## src/rtl/su_distributor_pkg.sv

```systemverilog
// su_pkg: definitions shared by the spatial-unrolling blocks (the su_distributor
// fan-out and the su_adder_v1 reduction tree).
//   MODE_*  : 2-bit operand-distribution mode encodings
//   state_t : distributor FSM state (ST_FILL collects lanes, ST_HOLD presents them)
package su_pkg;

  localparam logic [1:0] MODE_SCATTER = 2'b00;
  localparam logic [1:0] MODE_DIRECT  = 2'b01;
  localparam logic [1:0] MODE_BCAST   = 2'b10;
  localparam logic [1:0] MODE_CLEAR   = 2'b11;

  typedef enum logic {
    ST_FILL = 1'b0,
    ST_HOLD = 1'b1
  } state_t;

endpackage

```

## src/rtl/su_distributor_if.sv

```systemverilog
// su_distributor_if: bundles the operand input handshake and the lane-vector
// output handshake of su_distributor.
//   in_valid/in_ready/in_data/in_mode/in_dst : one operand word per handshake
//   out_valid/out_ready/out_data             : full lane vector to the PE array
//   out_lane_valid                           : per-lane loaded flags
// master = upstream/PE-array side, slave = distributor side.
interface su_distributor_if #(
  parameter int DATA_BITWIDTH = 16,
  parameter int NUM_PE        = 8
);
  localparam int LANE_BITS = $clog2(NUM_PE);

  logic                            in_valid;
  logic                            in_ready;
  logic [DATA_BITWIDTH-1:0]        in_data;
  logic [1:0]                      in_mode;
  logic [LANE_BITS-1:0]            in_dst;
  logic                            out_valid;
  logic                            out_ready;
  logic [NUM_PE*DATA_BITWIDTH-1:0] out_data;
  logic [NUM_PE-1:0]               out_lane_valid;

  modport master (
    output in_valid, in_data, in_mode, in_dst, out_ready,
    input  in_ready, out_valid, out_data, out_lane_valid
  );

  modport slave (
    input  in_valid, in_data, in_mode, in_dst, out_ready,
    output in_ready, out_valid, out_data, out_lane_valid
  );
endinterface

```

## src/rtl/su_dist_lane.sv

```systemverilog
// su_dist_lane: one operand lane register with a loaded flag.
//   clk, rst : clock, synchronous active-high reset (zeroes data and flag)
//   we, load : write load into the lane and mark it valid
//   clr      : zero the data and drop the flag
//   inv      : drop the flag only; data is kept for inspection after release
//   data     : lane contents
//   valid    : lane holds a word for the current vector
module su_dist_lane #(
  parameter int DATA_BITWIDTH = 16
) (
  input  logic                     clk,
  input  logic                     rst,
  input  logic                     we,
  input  logic                     clr,
  input  logic                     inv,
  input  logic [DATA_BITWIDTH-1:0] load,
  output logic [DATA_BITWIDTH-1:0] data,
  output logic                     valid
);

  always_ff @(posedge clk) begin
    if (rst || clr) data <= '0;
    else if (we)    data <= load;
  end

  always_ff @(posedge clk) begin
    if (rst || clr || inv) valid <= 1'b0;
    else if (we)           valid <= 1'b1;
  end

endmodule

```

## src/rtl/su_distributor.sv

```systemverilog
// su_distributor: stages one operand word per handshake into NUM_PE lane
// registers (scatter / direct / broadcast / clear) and presents the full lane
// vector to the PE array once every lane is loaded, holding it until accepted.
//   clk, rst : clock, synchronous active-high reset
//   bus      : su_distributor_if slave modport (input word handshake, output
//              vector handshake, per-lane loaded flags)
module su_distributor
  import su_pkg::*;
#(
  parameter int DATA_BITWIDTH = 16,
  parameter int NUM_PE        = 8
) (
  input logic        clk,
  input logic        rst,
  su_distributor_if.slave bus
);

  localparam int LANE_BITS = $clog2(NUM_PE);

  state_t               state;
  state_t               state_next;
  logic [LANE_BITS-1:0] scatter_ptr;
  logic                 in_ready;
  logic                 out_valid;
  logic                 accept;
  logic                 do_clear;
  logic                 release_vec;
  logic [NUM_PE-1:0]    lane_we;
  logic [NUM_PE-1:0]    lane_valid;
  logic [NUM_PE-1:0]    valid_next;

  // Write decode for the accepted word, and the flag vector it will produce.
  always_comb begin
    accept      = bus.in_valid && in_ready;
    do_clear    = accept && (bus.in_mode == MODE_CLEAR);
    release_vec = (state == ST_HOLD) && bus.out_ready;
    lane_we     = '0;
    for (int i = 0; i < NUM_PE; i++) begin
      if (accept) begin
        case (bus.in_mode)
          MODE_SCATTER: lane_we[i] = (scatter_ptr == LANE_BITS'(i));
          MODE_DIRECT:  lane_we[i] = (bus.in_dst == LANE_BITS'(i));
          MODE_BCAST:   lane_we[i] = 1'b1;
          default:      lane_we[i] = 1'b0;
        endcase
      end
    end
    valid_next = do_clear ? '0 : (lane_valid | lane_we);
  end

  // FSM state register
  always_ff @(posedge clk) begin
    if (rst) state <= ST_FILL;
    else     state <= state_next;
  end

  // FSM next state: CLEAR yields an all-zero flag vector, so it never fills.
  always_comb begin
    state_next = state;
    case (state)
      ST_FILL: if (accept && (&valid_next)) state_next = ST_HOLD;
      ST_HOLD: if (bus.out_ready)           state_next = ST_FILL;
      default:                              state_next = ST_FILL;
    endcase
  end

  // FSM outputs: registered-state only, so no same-cycle refill after release.
  always_comb begin
    in_ready  = (state == ST_FILL) && !rst;
    out_valid = (state == ST_HOLD);
  end

  // Scatter pointer wraps naturally at NUM_PE (power of two).
  always_ff @(posedge clk) begin
    if (rst || release_vec) begin
      scatter_ptr <= '0;
    end else if (accept) begin
      case (bus.in_mode)
        MODE_SCATTER: scatter_ptr <= scatter_ptr + LANE_BITS'(1);
        MODE_DIRECT:  scatter_ptr <= scatter_ptr;
        default:      scatter_ptr <= '0;
      endcase
    end
  end

  for (genvar g = 0; g < NUM_PE; g++) begin : g_lane
    su_dist_lane #(
      .DATA_BITWIDTH(DATA_BITWIDTH)
    ) u_lane (
      .clk   (clk),
      .rst   (rst),
      .we    (lane_we[g]),
      .clr   (do_clear),
      .inv   (release_vec),
      .load  (bus.in_data),
      .data  (bus.out_data[g*DATA_BITWIDTH +: DATA_BITWIDTH]),
      .valid (lane_valid[g])
    );
  end

  assign bus.in_ready       = in_ready;
  assign bus.out_valid      = out_valid;
  assign bus.out_lane_valid = lane_valid;

endmodule

```

## src/flat_wrapper.sv

```systemverilog
// flat-port wrapper written by rule: the top's interface ports become plain ports
module su_distributor_flat import su_pkg::*;
#(
  parameter int DATA_BITWIDTH = 16,
  parameter int NUM_PE        = 8
)
  (clk, rst, bus_in_valid, bus_in_data, bus_in_mode, bus_in_dst, bus_out_ready, bus_in_ready, bus_out_valid, bus_out_data, bus_out_lane_valid);
  su_distributor_if #(.DATA_BITWIDTH(DATA_BITWIDTH), .NUM_PE(NUM_PE)) bus_i ();
  input logic clk;
  input logic rst;
  input wire logic [$bits(bus_i.in_valid)-1:0] bus_in_valid;
  input wire logic [$bits(bus_i.in_data)-1:0] bus_in_data;
  input wire logic [$bits(bus_i.in_mode)-1:0] bus_in_mode;
  input wire logic [$bits(bus_i.in_dst)-1:0] bus_in_dst;
  input wire logic [$bits(bus_i.out_ready)-1:0] bus_out_ready;
  output wire logic [$bits(bus_i.in_ready)-1:0] bus_in_ready;
  output wire logic [$bits(bus_i.out_valid)-1:0] bus_out_valid;
  output wire logic [$bits(bus_i.out_data)-1:0] bus_out_data;
  output wire logic [$bits(bus_i.out_lane_valid)-1:0] bus_out_lane_valid;
  assign bus_i.in_valid = bus_in_valid;
  assign bus_i.in_data = bus_in_data;
  assign bus_i.in_mode = bus_in_mode;
  assign bus_i.in_dst = bus_in_dst;
  assign bus_i.out_ready = bus_out_ready;
  assign bus_in_ready = bus_i.in_ready;
  assign bus_out_valid = bus_i.out_valid;
  assign bus_out_data = bus_i.out_data;
  assign bus_out_lane_valid = bus_i.out_lane_valid;
  su_distributor #(.DATA_BITWIDTH(DATA_BITWIDTH), .NUM_PE(NUM_PE)) u_core (.clk(clk), .rst(rst), .bus(bus_i));
endmodule
```

## config.mk

```make
export PLATFORM = sky130hd
export DESIGN_NAME = su_distributor_flat
export DESIGN_NICKNAME = d
export VERILOG_FILES = /design/src/rtl/su_distributor_pkg.sv /design/src/rtl/su_distributor_if.sv /design/src/rtl/su_dist_lane.sv /design/src/rtl/su_distributor.sv /design/src/flat_wrapper.sv
export SDC_FILE = /design/constraint.sdc
export NUM_CORES = 1
export LEC_CHECK = 0
export ABC_AREA = 1
export CAP_MARGIN = 30
export CORE_MARGIN = 4
export CORE_UTILIZATION = 47
export CTS_CLUSTER_SIZE = 30
export DETAILED_ROUTE_END_ITERATION = 10
export PLACE_DENSITY = 0.85
export SYNTH_ARGS = -nofsm -noshare
export SYNTH_HDL_FRONTEND = slang
export SYNTH_SLANG_ARGS = --single-unit
```

## constraint.sdc

```tcl
create_clock -name clk -period 2 [get_ports clk]
set_clock_uncertainty 0.15 [all_clocks]
set_input_delay 0.4 -clock clk [delete_from_list [all_inputs] [get_ports clk]]
set_output_delay 0.4 -clock clk [all_outputs]
set_load 0.01 [all_outputs]
```

==> results_tabular.tex <==
\begin{tabular}{lr}
\hline
Metric & Value \\
\hline
\multicolumn{2}{l}{\textbf{GRT}} \\
\quad Largest net degree at the start of global routing & 73 \\
\quad Vias in the first global route & 4752 \\
\quad Wire length of the first global-routing pass & 24.6 mm \\
\quad Overall global routing resource usage & 23.8\% \\
\quad Initial antenna violation count & 0 \\
\quad Total grt overflow & 0 \\
\multicolumn{2}{l}{\textbf{Critical path}} \\
\quad WP buf/inv & 1 \\
\quad CP top delay family & buffers and inverters \\
\quad Kind of start point of the critical path & register \\
\quad Worst stage delay on the critical path & 580 ps \\
\quad Data required time at the worst endpoint & 1450 ps \\
\quad Cells along the critical path & clkdlybuf4s50\_1 \\
\quad Arrival time at the worst endpoint & 1370 ps \\
\quad Slowest stage cell on the critical path & sky130\_fd\_sc\_hd\_\_clkdlybuf4s50\_1 \\
\quad Kind of end point of the critical path & primary output \\
\quad Crit-path max FO & 3 \\
\quad Critical Path Start & u\_core.g\_lane[0].u\_lane.valid\$\_SDFFE\_PP0P\_ \\
\quad Category of the critical setup timing path & reg -> out \\
\quad Critical register-to-register path startpoint & u\_core.scatter\_ptr[0]\$\_SDFFE\_PP0P\_ \\
\multicolumn{2}{l}{\textbf{Placement}} \\
\quad Total placed cells including tap cells & 969 \\
\quad Final GP Congestion & 0.931 \\
\quad DP Wirelength & 10.9 mm \\
\quad Count of port buffers added during placement & 162 \\
\multicolumn{2}{l}{\textbf{Yosys}} \\
\quad Cell count after synthesis & 687 \\
\quad Post-synth ARST share & 0\% \\
\quad Top-area cell type share of the netlist area & 50.6\% \\
\quad Total of warnings raised by yosys & 0 \\
\quad Register bit count reported by yosys & 140 \\
\quad Leading register cell type out of synthesis & sky130\_fd\_sc\_hd\_\_dfxtp\_1 \\
\quad Synthesized netlist net count & 714 \\
\quad Sequential-to-total area share from yosys stat & 50.6\% \\
\quad Synthesized area per cell & 8.06 µm² \\
\quad Top cells by area, synth & sky130\_fd\_sc\_hd\_\_dfxtp\_1 (51\%), sky130\_fd\_sc\_hd\_\_nor2\_1 (16\%), sky130\_fd\_sc\_hd\_\_o21ai\_0 (11\%), sky130\_fd\_sc\_hd\_\_nor2\_2 (3.5\%), sky130\_fd\_sc\_hd\_\_buf\_6 (2.6\%) \\
\quad Most frequently used cell type in the post-synthesis netlist & sky130\_fd\_sc\_hd\_\_nor2\_1 \\
\quad Combined area of all synthesized cells & 5540 µm² \\
\quad Number of flops mapped to enable cells by yosys & 0 \\
\quad Post-synth top area cell & sky130\_fd\_sc\_hd\_\_dfxtp\_1 \\
\quad Top cells by count, synth & sky130\_fd\_sc\_hd\_\_nor2\_1 (233), sky130\_fd\_sc\_hd\_\_dfxtp\_1 (140), sky130\_fd\_sc\_hd\_\_o21ai\_0 (120), sky130\_fd\_sc\_hd\_\_nand2\_1 (31), sky130\_fd\_sc\_hd\_\_nor2\_2 (31) \\
\quad Unique cell type count in the Yosys netlist & 28 \\
\multicolumn{2}{l}{\textbf{STA}} \\
\quad Ratio of final minimum period to clock period & 96.0\% \\
\quad Achievable frequency & 521 MHz \\
\quad Transition time at the pin with the least slew margin & 477 ps \\
\quad Number of failing hold endpoints at the final stage & 0 \\
\quad Unrepaired setup endpoints after global routing & no \\
\quad Worst rel slew slack & 68.1\% \\
\quad Minimum clock period after layout & 1920 ps \\
\quad Max Transition Viols Final & 0 \\
\quad Final setup violating endpoints & 0 \\
\multicolumn{2}{l}{\textbf{Route}} \\
\quad Pre-antenna DRT Iters & 5 \\
\quad Number of design rule violations left after detail routing & 0 \\
\quad Number of design-rule violations left by the first detailed-router iteration & 391 \\
\quad Detailed-route wire length & 15.8 mm \\
\quad DR WL/cell & 15.8 µm \\
\quad Detailed-route vias per instance & 5.07 \\
\quad Number of vias in the routed layout & 5084 \\
\quad Number of nets with antenna violations after routing & 0 \\
\multicolumn{2}{l}{\textbf{Run}} \\
\quad Reported max-cap violation count & 0 \\
\multicolumn{2}{l}{\textbf{Cells and area}} \\
\quad Total number of nets in the final design & 874 \\
\quad Util after Layout & 68.0\% \\
\quad Fraction of layout cells with a size suffix above 1 & 13.7\% \\
\quad Area growth syn-to-layout & 40.9\% \\
\quad Antenna diode instance count & 0 \\
\quad Count of non-filler cells in the finished layout & 1002 \\
\multicolumn{2}{l}{\textbf{CTS}} \\
\quad Hold buffer count at CTS & 0 \\
\quad Clock edge transition at the registers on the reported setup and hold paths & 60 ps \\
\quad Root Buffer Master & sky130\_fd\_sc\_hd\_\_clkbuf\_16 \\
\quad Cts bufs inserted & 17 \\
\quad TritonCTS clock tree & built \\
\quad Total number of H-tree levels & 4 \\
\quad Worst-Skew Late Latency & 420 ps \\
\quad Deepest clock path buffer count & 2 \\
\quad Number of sinks handled by clock tree synthesis & 140 \\
\multicolumn{2}{l}{\textbf{Status}} \\
\quad Status & finished, final reports clean \\
\multicolumn{2}{l}{\textbf{Worst hold path}} \\
\quad Type of the worst min-delay path & reg -> reg \\
\quad Hold\_sp & u\_core.g\_lane[3].u\_lane.valid\$\_SDFFE\_PP0P\_ \\
\multicolumn{2}{l}{\textbf{Pwr}} \\
\quad P per Cell Area & 892 nW/µm² \\
\quad Worst-case vdd ir drop & 558 µV \\
\quad Static leakage & 3.04 nW \\
\quad Total power after layout & 6.96 mW \\
\multicolumn{2}{l}{\textbf{Die}} \\
\quad Number of I/O pins & 163 \\
\quad Core Region & 11500 µm² \\
\quad Die Footprint & 13600 µm² \\
\quad Row count & 39 \\
\quad Initial standard-cell utilization of the core & 48.3\% \\
\quad Die Y-Extent & 117 µm \\
\quad Die Wd & 117 µm \\
\hline
\end{tabular}
## power breakdown
group	leakage [nW]	switching [mW]	internal, mW
registers	1.14	0.0792	2.92
clock network	0.291	1.13	1.93
logic	1.61	0.477	0.429
## per-layer routing
layer / part of all wire [%] / up-vias / GRT usage [%]
met4: 2.0 / 0 / 9.90
met5: 0 / - / 0
met2: 48 / 239 / 38.9
met3: 9.0 / 28 / 5.75
li1: - / 2508 / -
met1: 41 / 2309 / 30.1
## placed cells by master, fill, tap and decap left out, types with 3 or more instances in the layout
master,instances
sky130_fd_sc_hd__buf_4,12
sky130_fd_sc_hd__nor2_1,233
sky130_fd_sc_hd__clkdlybuf4s50_1,161
sky130_fd_sc_hd__nand2_2,9
sky130_fd_sc_hd__clkbuf_16,17
sky130_fd_sc_hd__o21ai_1,11
sky130_fd_sc_hd__nor2_2,31
sky130_fd_sc_hd__dfxtp_1,139
sky130_fd_sc_hd__o21ai_0,120
sky130_fd_sc_hd__nand2_1,31
sky130_fd_sc_hd__nand2_4,10
sky130_fd_sc_hd__inv_1,18
sky130_fd_sc_hd__a21oi_1,11
sky130_fd_sc_hd__inv_2,3
sky130_fd_sc_hd__nand3_2,4
sky130_fd_sc_hd__nand3_1,11
sky130_fd_sc_hd__buf_12,7
sky130_fd_sc_hd__clkinv_2,5
sky130_fd_sc_hd__clkbuf_8,7
sky130_fd_sc_hd__inv_6,5
## sequential cells by signal (all words and copies together) (netlist names)
| name | cells |
|---|---|
| u_core.scatter_ptr | 3 |
| u_core.g_lane.u_lane.valid | 8 |
| u_core.g_lane.u_lane.data | 128 |
| u_core.bus.out_valid | 1 |
## final timing paths
check                                                                endpoint  slack, ps  depth (start not counted)
worst min register to register     u_core.g_lane[3].u_lane.valid$_SDFFE_PP0P_        320                          2
worst min-delay path               u_core.g_lane[3].u_lane.valid$_SDFFE_PP0P_        320                          2
worst max register to register  u_core.g_lane[0].u_lane.data[15]$_SDFFE_PP0P_        150                         10
worst max-delay path                                    bus_out_lane_valid[0]         80                          1
## area by class of cell
cell class              instances  area, µm²
inverters                      29        140
fillers                       909       3670
multi-input cells             478       2240
flip-flops and latches        140       2800
clock buffers                  25        526
repair buffers                181       1850
clock inverters                 6       57.6
well taps                     143        179
## stage by stage
step	hold WS, ps	setup TNS [ps]	setup slack [ps]	instance area [µm²]
2_1_floorplan	301	0	336	5540
3_3_place_gp	309	-26530	-256	7190
3_5_place_dp	314	-33200	-320	7190
4_1_cts	324	0	58.4	7770
5_1_grt	354	0	0.0491	7800
6_report	323	0	81.0	7800
## repair_timing
action | in CTS | in global routing
resized for setup | 2 | 0
gates cloned | 0 | 0
endpoints found under the setup margin | 2 | 5
pin swaps | 0 | 1
hold endpoints to repair | 0 | 0
setup buffers | 0 | 2
## cell families (layout without fill, tap and decap cells)
logic type	count (synthesis)	in the layout	synth area share, %
AND/OR/NAND/NOR	332	332	26.9
adder cells (fa/ha/maj)	2	2	0.452
flip-flops	140	140	50.6
AO/OA/AOI/OAI	144	144	13.1
buffers and inverters	69	241	8.84
(Power assumes the default switching activity.)
